<file path="config.mk">
export PLATFORM = sky130hd
export DESIGN_NAME = fifo_wr_arbiter
export DESIGN_NICKNAME = d
export VERILOG_FILES = /design/src/rtl/fifo_wr_arbiter.sv
export SDC_FILE = /design/constraint.sdc
export NUM_CORES = 1
export LEC_CHECK = 0
export ABC_AREA = 1
export CAP_MARGIN = 20
export CELL_PAD_IN_SITES_DETAIL_PLACEMENT = 0
export CELL_PAD_IN_SITES_GLOBAL_PLACEMENT = 2
export CORE_MARGIN = 2
export CORE_UTILIZATION = 16
export DETAILED_ROUTE_END_ITERATION = 16
export PLACE_DENSITY_LB_ADDON = 0.1
export SLEW_MARGIN = 20
export SYNTH_ARGS = -nofsm -noshare
export SYNTH_HDL_FRONTEND = slang
export SYNTH_SLANG_ARGS = --single-unit
</file>
<file path="constraint.sdc">
create_clock -name CLOCK -period 1.4 [get_ports CLOCK]
set_clock_uncertainty 0.05 [all_clocks]
set_input_delay 0.28 -clock CLOCK [delete_from_list [all_inputs] [get_ports CLOCK]]
set_output_delay 0.28 -clock CLOCK [all_outputs]
set_load 0.02 [all_outputs]
</file>
<file path="src/rtl/fifo_wr_arbiter.sv">
// Round-robin arbiter sharing one FIFO write port between two producers.
// Grants bounded bursts, stalls on FIFO full, and passes data through with no latency.
module fifo_wr_arbiter #(
  parameter int mem_width = 8,
  parameter int burst_len = 4
) (
  input  logic                 CLOCK,
  input  logic                 RESET,
  input  logic                 REQ0,
  input  logic [mem_width-1:0] DATA0,
  input  logic                 REQ1,
  input  logic [mem_width-1:0] DATA1,
  input  logic                 F_FULL_N,
  output logic                 ACK0,
  output logic                 ACK1,
  output logic                 GNT0,
  output logic                 GNT1,
  output logic                 FIFO_WRITE,
  output logic [mem_width-1:0] FIFO_DATA
);

  localparam int CW = (burst_len > 1) ? $clog2(burst_len) : 1;
  localparam logic [CW-1:0] CNT_LAST = CW'(burst_len - 1);

  typedef enum logic [1:0] {IDLE, GRANT0, GRANT1} state_e;

  state_e        state_q, state_d;
  logic [CW-1:0] cnt_q, cnt_d;
  logic          last_q, last_d;

  always_ff @(posedge CLOCK or posedge RESET) begin
    if (RESET) begin
      state_q <= IDLE;
      cnt_q   <= '0;
      last_q  <= 1'b1;
    end else begin
      state_q <= state_d;
      cnt_q   <= cnt_d;
      last_q  <= last_d;
    end
  end

  assign ACK0       = (state_q == GRANT0) && REQ0 && F_FULL_N;
  assign ACK1       = (state_q == GRANT1) && REQ1 && F_FULL_N;
  assign FIFO_WRITE = ACK0 || ACK1;
  assign FIFO_DATA  = ACK0 ? DATA0 : (ACK1 ? DATA1 : '0);
  assign GNT0       = (state_q == GRANT0);
  assign GNT1       = (state_q == GRANT1);

  // Full only stalls; rotation happens on withdrawal or when the burst's last word is taken.
  always_comb begin
    state_d = state_q;
    cnt_d   = cnt_q;
    last_d  = last_q;
    case (state_q)
      IDLE: begin
        if (REQ0 && REQ1)
          state_d = last_q ? GRANT0 : GRANT1;
        else if (REQ0)
          state_d = GRANT0;
        else if (REQ1)
          state_d = GRANT1;
      end
      GRANT0: begin
        if (!REQ0) begin
          cnt_d   = '0;
          last_d  = 1'b0;
          state_d = REQ1 ? GRANT1 : IDLE;
        end else if (ACK0) begin
          if (cnt_q == CNT_LAST) begin
            cnt_d   = '0;
            last_d  = 1'b0;
            state_d = REQ1 ? GRANT1 : GRANT0;
          end else begin
            cnt_d = cnt_q + CW'(1);
          end
        end
      end
      GRANT1: begin
        if (!REQ1) begin
          cnt_d   = '0;
          last_d  = 1'b1;
          state_d = REQ0 ? GRANT0 : IDLE;
        end else if (ACK1) begin
          if (cnt_q == CNT_LAST) begin
            cnt_d   = '0;
            last_d  = 1'b1;
            state_d = REQ0 ? GRANT0 : GRANT1;
          end else begin
            cnt_d = cnt_q + CW'(1);
          end
        end
      end
      default: state_d = IDLE;
    endcase
  end

endmodule

</file>
==> qor.csv <==
metric;value;unit
H-tree Lvls;1;
Residual DRC;0;
initial antenna violation count;0;
EDFF count, synth;0;
Synth Register Bits;5;
MaxCap Viol Count;0;
Comb pwr share;77.2;%
maximum VDD drop;0.751;mV
switch share;44.0;%
layout cell share with drive strength beyond 1;53.4;%
ys flop type;dfrtp_1;
Synth top area share;21.5;%
slowest cell on the critical path;dfrtp_1;
I/O Pins;34;
Final Net Count;175;
final worst setup slack;-0.369;ns
power per cell area;1410;nW/um^2
worst setup path endpoint;FIFO_DATA[4];
Seq/Total Area, Yosys;21.9;%
CTS tree;done;
gr ovfl total;0;
Max clock buf depth;2;
CP Launch Point;state_q[0];
Distinct cells, synth;19;
Starting Density;17.0;%
CP arrival;1.44;ns
Area Growth Syn to Fin;131;%
worst hold path type;primary input to asynchronous set/reset pin;
P_sw;0.829;mW
Num CTS Buffers;3;
post-route minimum period;1.77;ns
Die Span X;64.0;um
TritonRoute pass-1 iters;4;
CORE AREA;3390;um^2
Max stage delay on crit path;0.42;ns
Cell Area, Synth;577;um^2
CTS Root Cell;clkbuf_4;
Multi-input gate area;551;um^2
Mean Syn Cell Area;6.63;um^2
count of standard-cell rows;21;
largest net degree at the start of global routing;7;
sequential power share;14.6;%
max_slew headroom;82.0;%
Seq. cell area;126;um^2
leading area contributor after synthesis;nand2_1;
worst path required time;1.07;ns
CP top delay family;simple AND/OR/NAND/NOR gates;
DP HPWL;1.57;mm
worst r2r dst;state_q[0];
Leakage;0.640;nW
Syn. warnings;0;
via count;778;
Ant. Diodes;0;
Final Cycle Share;126;%
ys async rst share;100;%
crit start category;register;
Final Max Tran Viols;0;
status;finished with violations;
reg2reg path depth;11;
utilization after layout;39.3;%
crit-path cells;inv_2, ha_4, nand2_4, nor2_4, nand3_1, nand2_2, buf_4;
Max Fclk;0.565;GHz
P_int;1.05;mW
Setup Crit Path Kind;register to output pin;
Stages on worst setup path;7;
commonest non-fill, non-tap cell in the layout;nand2_1;
failing checks;negative setup slack;
RR Startpoint;state_q[1];
clock share of power;8.2;%
worst-skew pair later-pin latency;0.23;ns
Critical Path Fanout Max;5;
DRT antenna net count;0;
Post-Synthesis Cells;87;
RSZ-0062 raised after global routing;true;
first-pass GRT wire length;3.55;mm
FF-to-FF setup slack;-0.11;ns
syn_nets;113;
Tot GR Track Use;11.0;%
clk sink count;5;
crit end category;output pin;
Fill cells;359;
# hold bufs at CTS;0;
Worst-path clk slew;0.04;ns
Worst-Margin Slew;0.267;ns
final-report hold violation count;0;
most frequent cells in the layout;nand2_1 (22), clkdlybuf4s50_1 (19), buf_6 (18), buf_4 (18), nand3_1 (12);
DRT Wirelength;2.22;mm
Placer Congestion;0.719;
Vias per Instance;4.01;
final setup violation count;18;
DR iter-0 viols;12;
CP Buf/Inv Count;2;
die area;4100;um^2
die height;64.0;um
vias in the first global route;747;
Tot Pwr;1.88;mW
Buffers on Ports;33;
wire length per cell;11.4;um
Synth area leaders;nand2_1 (21%), dfrtp_1 (17%), nand3_1 (15%);
==> power by group through the flow <==
stage / combinational (mW) / clock [mW] / sequential [mW]
floorplan: 0.717 / 0 / 0.274
global placement: 1.14 / 0 / 0.285
detailed placement: 1.14 / 0 / 0.286
CTS: 1.37 / 0.165 / 0.274
global route: 1.60 / 0.189 / 0.282
finish: 1.45 / 0.155 / 0.274
==> state kept, by name, summed over array words and instances (netlist names) <==
register and flops:
cnt_q 2, state_q 2, last_q 1
==> synthesized netlist by cell type (2+ instances only) <==
master    n
nand2_1  33
nand2_4   2
nand3_1  17
ha_1      5
inv_1     8
nor2_1    3
dfrtp_1   4
nand2_2   4
==> worst min-delay path by stage <==
stage / startpoint / to / slack, ns
after floorplan: RESET / cnt_q[0] / 0.008
after global placement: last_q / last_q / 0.41
after detailed placement: last_q / last_q / 0.42
after CTS: RESET / cnt_q[0] / 0.19
after global routing: RESET / state_q[1] / 0.21
final: RESET / cnt_q[0] / 0.19
==> through the flow <==
step           cell area, um^2  setup TNS [ns]  hold slack [ns]  std cells  setup slack (ns)
3_5_place_dp              1110          -11.57            0.420        177            -0.874
5_1_grt                   1330           -6.15            0.211        194            -0.472
4_1_cts                   1240           -4.25            0.190        189            -0.387
2_1_floorplan              639           -2.14          0.00779         87            -0.242
6_report                  1330           -4.42            0.190        194            -0.369
3_3_place_gp              1110          -11.34            0.415        177            -0.870
==> repair_timing <==
item,4_1_cts,5_1_grt
endpoints found under the setup margin,18,18
setup buffers,6,5
cloned,3,0
resized for setup,86,14
pin swaps,8,9
==> layer usage <==
metal / vias up / global-route usage [%] / part of all wire (%)
met3: 0 / 3.35 / 5.4
met5: - / 0 / 0
met4: 0 / 2.45 / 0
li1: 402 / - / -
met2: 25 / 21.1 / 56
met1: 351 / 11.7 / 39
==> area by class of cell <==
cell class                      instances  area share (%)
Timing Repair Buffer                   56            40.3
Inverter                                9            2.54
Clock buffer                            4            1.97
Sequential cell                         5            9.49
Tap cell                               46            4.32
Multi-Input combinational cell         74            41.4
==> kinds of logic (layout without fill, tap and decap cells) <==
family                     count (synthesis)  count (layout)  share of synthesized area, %
AOI/OAI and AO/OA                          4               4                          4.77
buffers and inverters                     10              69                          7.81
adders and majority gates                  5               5                          10.8
and+or+nand+nor                           63              65                          54.7
DFF                                        5               5                          21.9
Note: power is estimated with default switching activity, not from simulation.
